==> config.mk <==
export PLATFORM = sky130hd
export DESIGN_NAME = satatrn_regfis_decode
export DESIGN_NICKNAME = d
export VERILOG_FILES = /design/src/rtl/satatrn_regfis_decode.sv
export SDC_FILE = /design/constraint.sdc
export NUM_CORES = 1
export LEC_CHECK = 0
export ABC_CLOCK_PERIOD_IN_PS = 18400
export BUFFER_PORTS_ARGS = -buffer_cell sky130_fd_sc_hd__buf_2
export CORE_ASPECT_RATIO = 0.7
export CORE_MARGIN = 1
export CORE_UTILIZATION = 63
export CTS_BUF_LIST = sky130_fd_sc_hd__clkbuf_2
export CTS_CLUSTER_DIAMETER = 60
export DETAILED_ROUTE_END_ITERATION = 16
export PLACE_DENSITY = 0.88
export SLEW_MARGIN = 0
export SYNTH_ARGS = -nofsm -noshare
export SYNTH_HDL_FRONTEND = slang
export SYNTH_SLANG_ARGS = --single-unit
==> constraint.sdc <==
create_clock -name i_clk -period 18.4 [get_ports i_clk]
set_clock_uncertainty 0.15 [all_clocks]
set_input_delay 0.92 -clock i_clk [delete_from_list [all_inputs] [get_ports i_clk]]
set_output_delay 0.92 -clock i_clk [all_outputs]
set_load 0.02 [all_outputs]
==> src/rtl/satatrn_regfis_decode.sv <==
// Receive-side register FIS decoder: validates type/length, stages DWs, commits shadow registers atomically.
// Latency: pulses and fields update in the cycle after the deciding word; no backpressure, every valid word is consumed.
module satatrn_regfis_decode (
  input  logic        i_clk,
  input  logic        i_reset,
  input  logic        i_link_err,
  input  logic        i_valid,
  input  logic [31:0] i_data,
  input  logic        i_last,
  output logic        o_fis_valid,
  output logic [7:0]  o_fis_type,
  output logic [7:0]  o_status,
  output logic [7:0]  o_error,
  output logic [7:0]  o_device,
  output logic [47:0] o_lba,
  output logic [15:0] o_count,
  output logic        o_intr,
  output logic        o_pio_dir,
  output logic [15:0] o_pio_xfer,
  output logic [7:0]  o_pio_estatus,
  output logic [31:0] o_sactive,
  output logic        o_dma_activate,
  output logic        o_bad_fis
);

  localparam logic [7:0] T_REG_D2H = 8'h34;
  localparam logic [7:0] T_PIO     = 8'h5F;
  localparam logic [7:0] T_DMA_ACT = 8'h39;
  localparam logic [7:0] T_SDB     = 8'hA1;

  typedef enum logic [1:0] {ST_IDLE, ST_BODY, ST_DISCARD} state_t;

  state_t      state_q, state_d;
  logic [2:0]  cnt_q, cnt_d;
  logic [31:0] stg_q [0:4];
  logic [31:0] stg_d [0:4];
  logic [2:0]  len;
  logic        commit;
  logic        bad;

  // Expected length in DWs; zero marks an unsupported type.
  function automatic logic [2:0] fis_len(input logic [7:0] t);
    case (t)
      T_REG_D2H: return 3'd5;
      T_PIO:     return 3'd5;
      T_DMA_ACT: return 3'd1;
      T_SDB:     return 3'd2;
      default:   return 3'd0;
    endcase
  endfunction

  always_ff @(posedge i_clk or posedge i_reset) begin
    if (i_reset) begin
      state_q <= ST_IDLE;
      cnt_q   <= 3'd0;
      for (int k = 0; k < 5; k++) stg_q[k] <= '0;
    end else begin
      state_q <= state_d;
      cnt_q   <= cnt_d;
      for (int k = 0; k < 5; k++) stg_q[k] <= stg_d[k];
    end
  end

  always_comb begin
    state_d = state_q;
    cnt_d   = cnt_q;
    for (int k = 0; k < 5; k++) stg_d[k] = stg_q[k];
    len     = 3'd0;
    commit  = 1'b0;
    bad     = 1'b0;
    if (i_link_err) begin
      state_d = ST_IDLE;
      cnt_d   = 3'd0;
      for (int k = 0; k < 5; k++) stg_d[k] = '0;
    end else if (i_valid) begin
      case (state_q)
        ST_IDLE: begin
          stg_d[0] = i_data;
          cnt_d    = 3'd1;
          len      = fis_len(i_data[7:0]);
          if (len == 3'd0) begin
            bad = 1'b1;
            if (!i_last) state_d = ST_DISCARD;
          end else if (len == 3'd1) begin
            // A single-DW FIS that keeps going is over-length at DW0.
            if (i_last) commit = 1'b1;
            else begin
              bad     = 1'b1;
              state_d = ST_DISCARD;
            end
          end else if (i_last) begin
            bad = 1'b1;
          end else begin
            state_d = ST_BODY;
          end
        end
        ST_BODY: begin
          for (int k = 1; k < 5; k++)
            if (cnt_q == 3'(k)) stg_d[k] = i_data;
          cnt_d = cnt_q + 3'd1;
          len   = fis_len(stg_q[0][7:0]);
          if (cnt_q + 3'd1 == len) begin
            if (i_last) begin
              commit  = 1'b1;
              state_d = ST_IDLE;
            end else begin
              bad     = 1'b1;
              state_d = ST_DISCARD;
            end
          end else if (i_last) begin
            bad     = 1'b1;
            state_d = ST_IDLE;
          end
        end
        ST_DISCARD: begin
          if (i_last) state_d = ST_IDLE;
        end
        default: state_d = ST_IDLE;
      endcase
    end
  end

  // Commit reads stg_d so the final word lands in the same edge it arrives.
  always_ff @(posedge i_clk or posedge i_reset) begin
    if (i_reset) begin
      o_fis_valid    <= 1'b0;
      o_fis_type     <= 8'h00;
      o_status       <= 8'h80;
      o_error        <= 8'h00;
      o_device       <= 8'h00;
      o_lba          <= 48'h0;
      o_count        <= 16'h0;
      o_intr         <= 1'b0;
      o_pio_dir      <= 1'b0;
      o_pio_xfer     <= 16'h0;
      o_pio_estatus  <= 8'h00;
      o_sactive      <= 32'h0;
      o_dma_activate <= 1'b0;
      o_bad_fis      <= 1'b0;
    end else begin
      o_fis_valid    <= commit;
      o_bad_fis      <= bad;
      o_intr         <= commit & stg_d[0][14];
      o_dma_activate <= commit && (stg_d[0][7:0] == T_DMA_ACT);
      if (commit) begin
        o_fis_type <= stg_d[0][7:0];
        case (stg_d[0][7:0])
          T_REG_D2H, T_PIO: begin
            o_status <= stg_d[0][23:16];
            o_error  <= stg_d[0][31:24];
            o_device <= stg_d[1][31:24];
            o_lba    <= {stg_d[2][23:0], stg_d[1][23:0]};
            o_count  <= stg_d[3][15:0];
            if (stg_d[0][7:0] == T_PIO) begin
              o_pio_dir     <= stg_d[0][13];
              o_pio_xfer    <= stg_d[4][15:0];
              o_pio_estatus <= stg_d[3][31:24];
            end
          end
          T_SDB: begin
            // BSY and DRQ are owned by the host-side protocol, not SDB.
            o_status  <= {o_status[7], stg_d[0][22:20], o_status[3], stg_d[0][18:16]};
            o_error   <= stg_d[0][31:24];
            o_sactive <= stg_d[1];
          end
          default: ;
        endcase
      end
    end
  end

endmodule
* Word level (Yosys, flattened, before mapping) *
Cells that the tools add are included.

operators by class
  bitwise logic cells = 2
  equal/unequal tests = 21
  reductions and logical operators = 18
  add/subtract/negate cells = 1
  mux-type cells = 44

operator list
  cell                 count
  $mux 160             2
  $mux 32              5
  $mux 128             1
  $eq 8x6->1 const B   6
  $eq 8x7->1 const B   3
  $eq 8x8->1 const B   3
  $mux 3               8
  $mux 2               9
  $pmux 3 s3           2
  $pmux 8 s2           1
  $mux 1               12
  $reduce_and 2->1     6
  $eq 3x1->1 const B   2
  $eq 3x2->1 const B   2
  $pmux 2 s3           1
  $pmux 3 s2           1
  $reduce_and 3->1     2
  $reduce_or 2->1      3
  $ne 5x5->1 const B   1
  $pmux 1 s2           2
  $reduce_bool 2->1    2
  $add 3x1->3 const B  1
  $eq 3x3->1           1
  $eq 3x3->1 const B   1
  9 further kinds      9

storage, ports and cells
  word-level logic and storage cells = 108
  flip-flop bits (word level) = 284
  input port bits = 37

* Logic depth before layout (Yosys ltp) *
Gate-level depths: netlist of the first run.

  depth after elaboration = 13
  depth in mapped cells = 12
  mapped depth without buffers = 10

* Worst setup path after synthesis of the first run *
OpenSTA, ideal clock, no wires.

  kind = in2reg
  from = in i_data[6]
  to = reg o_device[0]
  setup time = 0.127 ns
  path slack = 14.959 ns
  required time = 18.123 ns
  path buffers = 2
  stages = 10
  data arrival time = 3.163 ns
  path through = or3b_1 > nor4b_2 > ha_1 > and3_1 > nor4b_4 > o211ai_1 > nor2_1 > buf_4 > buf_6 > mux2_1

on the way
  longest elaborated chain between the ends = 13

ends and longest elaborated chain
  item                                      RTL line  RTL
  start: declaration                        8         input logic [31:0] i_data,
  $eq 8x7->1 or $eq 8x6->1 (tied branches)  43        case (t)
  $reduce_or 2->1 (no source line)          -
  $pmux 3 s3                                43
  $mux 3                                    76        case (state_q)
  $mux 3                                    75        end else if (i_valid) begin
  $mux 3                                    71        if (i_link_err) begin
  $eq 3x1->1                                84        end else if (len == 3'd1) begin
  $mux 1                                    84
  $mux 1                                    81        if (len == 3'd0) begin
  $pmux 1 s2                                76
  $mux 1                                    75
  $mux 1                                    71
  $reduce_and 2->1 (no source line) (*)     -
  end signal: assignment                    151       o_device <= stg_d[1][31:24];
  end: declaration                          14        output logic [7:0] o_device,

Every way passes the cells marked *; elsewhere a longest branch is shown, timed or not. The select of a mux whose other input is x is not followed.
A chain may end at the register's enable or synchronous reset.

* Worst setup path after layout of the first run *
  from = reg stg_q[134] in the netlist's numbering
  to = reg o_sactive[19]

on the way
  longest elaborated chain between the ends = 12

ends and longest elaborated chain
  item                                      RTL line  RTL
  start: declaration                        35        logic [31:0] stg_q [0:4];
  $eq 8x7->1 or $eq 8x6->1 (tied branches)  43
  $reduce_or 2->1 (no source line)          -
  $pmux 3 s3                                43
  $mux 3                                    76
  $mux 3                                    75
  $mux 3                                    71
  $eq 3x3->1                                102       if (cnt_q + 3'd1 == len) begin
  $mux 1                                    102
  $pmux 1 s2                                76
  $mux 1                                    75
  $mux 1                                    71
  $reduce_and 2->1 (no source line) (*)     -
  end signal: assignment                    164       o_sactive <= stg_d[1];
  end: declaration                          21        output logic [31:0] o_sactive,

Marked as above.

==> impl_metrics.ini, run 1 <==
[run_status]
outcome = complete, no violations

[min_path]
hp-class = input pin to async pin

[die]
die-area_sq_um = 19000
die_y_microns = 116
coreArea_sq_um = 18000
fp.dieW_microns = 164
fp-row-count = 41
io_pins = 194
initial_core_util = 0.644

[yosys]
avgSynthCellArea_sq_um = 11.9
netlist_area_sq_um = 11600
ys_warn_count = 0
ys_seq_area_frac = 0.613
ys_seq_elements = 284
synth_nets = 1015
syn_inst = 971
yosysUniqueCellTypes = 51

[global_route]
grt_first_pass_wirelength_mm = 44.9
grt.overflow.total = 0
first_global_vias = 8203
grt_usage = 0.315
antenna_found_initial = 0
grt_max_degree = 123

[detailed_routing]
first_pass_iters = 5
vias_per_cell = 5.82
drt-wirelength-per-cell_microns = 19.9
drcViolationCount = 0
detail-route-antenna-nets = 0
drtIter0Drc = 696
vias = 8451
drt_wl_total_mm = 28.8

[place]
place.gp.congestion = 0.885
io_buffers = 193
dp_worst_setup_slack_ns = 13.35
place_hpwl_mm = 18.8
place_area_sq_um = 12600

[power]
powerDensity_nw_per_um2 = 81.7
ir_drop_uv = 53.6
total_power_mw = 1.08
p_leak_nw = 7.06

[worst_setup_path]
critPathLaunch = stg_q[134]
cp.required_ns = 18.94
arrival_ns = 5.33
crit_path_end_kind = register
start_kind = register
timing.rr.start = stg_q[134]
ff2ff_path_depth = 9
rrSetupSlack_ns = 13.61
r2r_end = o_sactive[19]
crit_path_max_fanout = 32
crit_end = o_sactive[19]
critPathKind = register to register

[run]
maxCapViolCount = 0

[sta]
hold_viol_final = 0
slew_viol_final = 0
fin_tns_setup_ns = 0
setup_violations = 0
fin_ws_ns = 13.61
maxSlewHeadroom = 0.192
period_minus_slack_ns = 4.79
post-route-period-util = 0.260
worst_pin_slew_ns = 1.21
fmax_mhz = 209
rsz0062_at_grt = no

[clocking]
clkTransAtPathRegs_ns = 0.12
root_buffer = clkbuf_2
clock_path_buffers = 3
cts_tree = done
cts.sinks = 284
post_cts_buffers = 0
clkLatencyLatePin_ns = 0.88
postCtsHoldBufs = 0
htreeDepth = 2
cts_inserted_buffers = 61
ctsResizeCount = 0

[final_layout]
utilization = 0.731
syn2layout_area_growth_pct = 13.5
insertedDiodeCount = 0
final_nets = 1213
final_area_sq_um = 13200
final_layout_size_suffix_gt1_frac = 0.297
## cell type report
cell class | instances | area (sq um)
Sequential cell | 284 | 7110
Fill cell | 1237 | 4850
Multi-Input combinational cell | 613 | 4130
Timing Repair Buffer | 200 | 1020
Clock buffer | 99 | 495
Tap cell | 236 | 295
Clock inverter | 10 | 67.6
Inverter | 9 | 41.3
## through the flow
stage,std cells,hold slack (ns)
floorplan,971,0.344
global placement,1342,0.314
detailed placement,1342,0.319
CTS,1451,0.0751
global route,1451,0.111
finish,1451,0.0948
## per-layer routing
metal	part of all wire	wire length [microns]	track usage	vias up
met4	0.019	543	0.102	0
met2	0.44	12800	0.455	416
met1	0.44	12600	0.467	4256
met5	0	0	0	-
li1	-	-	-	3727
met3	0.10	2880	0.0873	52
## power breakdown
group          leakage, nW  internal, mW  total (mW)  switching (mW)
Clock                0.446         0.154       0.391           0.237
Combinational         2.67        0.0117      0.0535          0.0418
Sequential            3.95         0.628       0.631         0.00290
## worst min-delay path by stage
stage,startpoint,slack (ns),end,depth (start not counted)
after detailed placement,o_lba[11],0.32,o_lba[11],1
after floorplan,stg_q[142],0.34,stg_q[142],2
after global routing,i_reset,0.11,o_lba[43],2
after global placement,o_lba[11],0.31,o_lba[11],1
final,i_reset,0.09,o_count[8],2
after CTS,i_reset,0.08,stg_q[59],2
## cells by family after synthesis
group,share of synthesized area
simple gates,0.119
fa+ha+maj,0.00755
flops,0.613
mux,0.161
compound gates,0.0663
buf+inv,0.0328
## placed cells by master (no fill, tap or decap), drive strengths merged, types with 2 or more instances in the layout
master	Yosys	routed
a21oi	124	124
nor3b	2	2
o311ai	2	2
and3	3	3
a31oi	3	3
or3	3	3
nand2	214	214
nor4	2	2
and2	3	3
clkinv	0	9
mux2	154	154
nand3b	6	6
nor4b	4	4
or3b	3	3
dfrtp	283	283
o21ai	3	3
inv	9	9
clkbuf	39	99
buf	26	200
ha	7	7
o211ai	2	2
nand2b	8	8
nand3	35	35
mux2i	6	6
nor2	10	10
nor2b	7	7
## registers in the layout, indices dropped and copies added, names as in the netlist
name / count
stg_q: 122
o_bad_fis: 1
o_error: 8
o_fis_valid: 1
o_fis_type: 8
o_sactive: 32
o_lba: 48
cnt_q: 3
o_status: 8
o_intr: 1
state_q: 2
o_device: 8
o_dma_activate: 1
o_pio_estatus: 8
o_pio_xfer: 16
o_pio_dir: 1
o_count: 16
## Yosys cell counts (all sizes together)
library cell	number	area share
dfrtp	283	0.61
nand2	214	0.069
mux2	154	0.16
a21oi	124	0.054
clkbuf	39	0.013
nand3	35	0.016
buf	26	0.017
nor2	10	0.0032
inv	9	0.0029
nand2b	8	0.0043
ha	7	0.0076
nor2b	7	0.0038
mux2i	6	0.0052
nand3b	6	0.0039
nor4b	4	0.0062
a31oi	3	0.0016
and2	3	0.0016
and3	3	0.0016
o21ai	3	0.0016
or3	3	0.0016
or3b	3	0.0023
nor3b	2	0.0013
nor4	2	0.0011
o211ai	2	0.0013
o311ai	2	0.0015
a2bb2oi	1	0.00076
a32o	1	0.00086
and4	1	0.00076
dfstp	1	0.0023
nand4	1	0.0018
nor3	1	0.00043
o21a	1	0.00065
o31a	1	0.00076
o32a	1	0.00086
o32ai	1	0.00076
o41a	1	0.00097
o41ai	1	0.00076
or2	1	0.00054
## critical path, stage by stage (launching register included)
cell and delay [ns]:
dfrtp_1 0.44, or3b_2 0.55, o311ai_0 0.50, o311ai_0 0.24, a21oi_1 0.28, ha_1 0.20, a32o_1 0.20, or2_1 0.53
nand3_2 0.93, mux2_1 0.63
No activity file was read; power rests on OpenSTA's default activity.
==> inputs of run 2 (changes only) <==
Settings changed: ABC_CLOCK_PERIOD_IN_PS 18400 to 4200, CORE_UTILIZATION 63 to 53, PLACE_DENSITY 0.88 to 0.79.
Clock period 18.4 ns to 4.2 ns, I/O delays scaled along.
==> run 2 against run 1 <==
Sequential power grew to 4.4 times the previous value. Routed wire length is 1.5% higher. Via count is 0.49% lower.
==> impl_metrics.ini, run 2 (same netlist as run 1, synthesis figures left out) <==
[run_status]
outcome = complete, no violations

[place]
place_hpwl_mm = 19.1
dp_worst_setup_slack_ns = 0.499
place.gp.congestion = 0.892
io_buffers = 193

[worst_setup_path]
crit_path_end_kind = register
critPathKind = register to register
start_kind = register
arrival_ns = 4.22
crit_path_max_fanout = 25
cp.required_ns = 4.66

[die]
die_y_microns = 126
fp.dieW_microns = 179
coreArea_sq_um = 21100
initial_core_util = 0.550
fp-row-count = 44
io_pins = 194
die-area_sq_um = 22500

[power]
p_leak_nw = 7.31
p_seq_frac = 0.582
p_switching_mw = 1.26
clock_power_share = 0.361
ir_drop_uv = 233
powerDensity_nw_per_um2 = 346
pwr-share-comb = 0.057
switching_share = 0.265
intPower_mw = 3.49

[final_layout]
final_cell_mix = 283 x dfrtp_1, 214 x nand2_1, 192 x buf_2, 123 x a21oi_1, 109 x mux2_1
final_common_cell = dfrtp_1
final_layout_size_suffix_gt1_frac = 0.293
insertedDiodeCount = 0
final_nets = 1271
top_register = stg_q
syn2layout_area_growth_pct = 18.5
largest_reg_flops = 122
reg_top3 = stg_q (122), o_lba (48), o_sactive (32)

[detailed_routing]
drt_wl_total_mm = 29.3
drtIter0Drc = 692
drcViolationCount = 0
vias_per_cell = 5.45
drt-wirelength-per-cell_microns = 19.0
detail-route-antenna-nets = 0
first_pass_iters = 5
vias = 8410

[global_route]
grt_max_degree = 160
grt_first_pass_wirelength_mm = 46.4
antenna_found_initial = 0
grt.overflow.total = 0
grt_usage = 0.272
first_global_vias = 8446

[min_path]
hp-class = input pin to register

[sta]
rsz0062_at_grt = no
setup_violations = 0
post-route-period-util = 0.895
worst_pin_slew_ns = 1.17
maxSlewHeadroom = 0.221
fin_tns_setup_ns = 0
fin_ws_ns = 0.441
fmax_mhz = 266
slew_viol_final = 0
hold_viol_final = 0
period_minus_slack_ns = 3.76

[run]
maxCapViolCount = 0

[clocking]
clock_path_buffers = 3
post_cts_buffers = 0
clkLatencyLatePin_ns = 0.80
postCtsHoldBufs = 41
cts_tree = done
htreeDepth = 3
root_buffer = clkbuf_2
clkTransAtPathRegs_ns = 0.11
cts_inserted_buffers = 66
cts.sinks = 284
ctsResizeCount = 0
-- run 2: power groups by stage --
stage / logic [mW] / clock network (mW) / registers, mW
after floorplan: 0.142 / 0 / 2.82
after global placement: 0.240 / 0 / 2.82
after detailed placement: 0.244 / 0 / 2.82
after CTS: 0.272 / 1.76 / 2.76
after global routing: 0.299 / 1.91 / 2.77
final: 0.270 / 1.72 / 2.76
-- run 2: area by class of cell --
cell class	instances	area, sq um
Clock buffer	95	475
Inverter	9	37.5
Clock inverter	13	82.6
Sequential cell	284	7110
Timing Repair Buffer	253	1560
Fill cell	1658	7350
Multi-Input combinational cell	613	4130
Tap cell	276	345
-- run 2: per-layer routing --
| metal | share of wire | track usage |
|---|---|---|
| met5 | 0 | 0 |
| met4 | 0.016 | 0.0743 |
| met3 | 0.084 | 0.0848 |
| met2 | 0.44 | 0.388 |
| met1 | 0.46 | 0.400 |
-- run 2: worst max-delay path, stage by stage (launching register included) --
cell	delay [ns]
dfrtp_1	0.42
or3b_2	0.52
o41ai_1	0.37
o311ai_0	0.18
a21oi_1	0.28
ha_1	0.21
a32o_1	0.20
or2_1	0.17
nand4_4	0.56
mux2_1	0.55
-- run 2: final timing paths --
path,to,depth (start not counted),slack [ns],start
min in group asynchronous,o_count[14],5,0.64,i_reset
setup / recovery,o_pio_xfer[14],9,0.44,stg_q[134]
setup reg to reg,o_pio_xfer[14],9,0.44,stg_q[134]
hold reg to reg,o_lba[29],1,0.34,o_lba[29]
hold / removal,stg_q[148],4,0.1,i_data[20]
max in group asynchronous,o_pio_xfer[11],5,2.38,i_reset
-- run 2: metrics by stage --
stage | instances | hold WS [ns] | utilization | area (sq um) | total power [mW]
6_report | 1543 | 0.0953 | 0.651 | 13700 | 4.75
5_1_grt | 1543 | 0.0273 | 0.651 | 13700 | 4.98
4_1_cts | 1543 | 0.0234 | 0.651 | 13700 | 4.79
3_5_place_dp | 1394 | 0.319 | 0.606 | 12800 | 3.06
3_3_place_gp | 1394 | 0.306 | 0.606 | 12800 | 3.06
2_1_floorplan | 971 | 0.203 | - | 11600 | 2.96
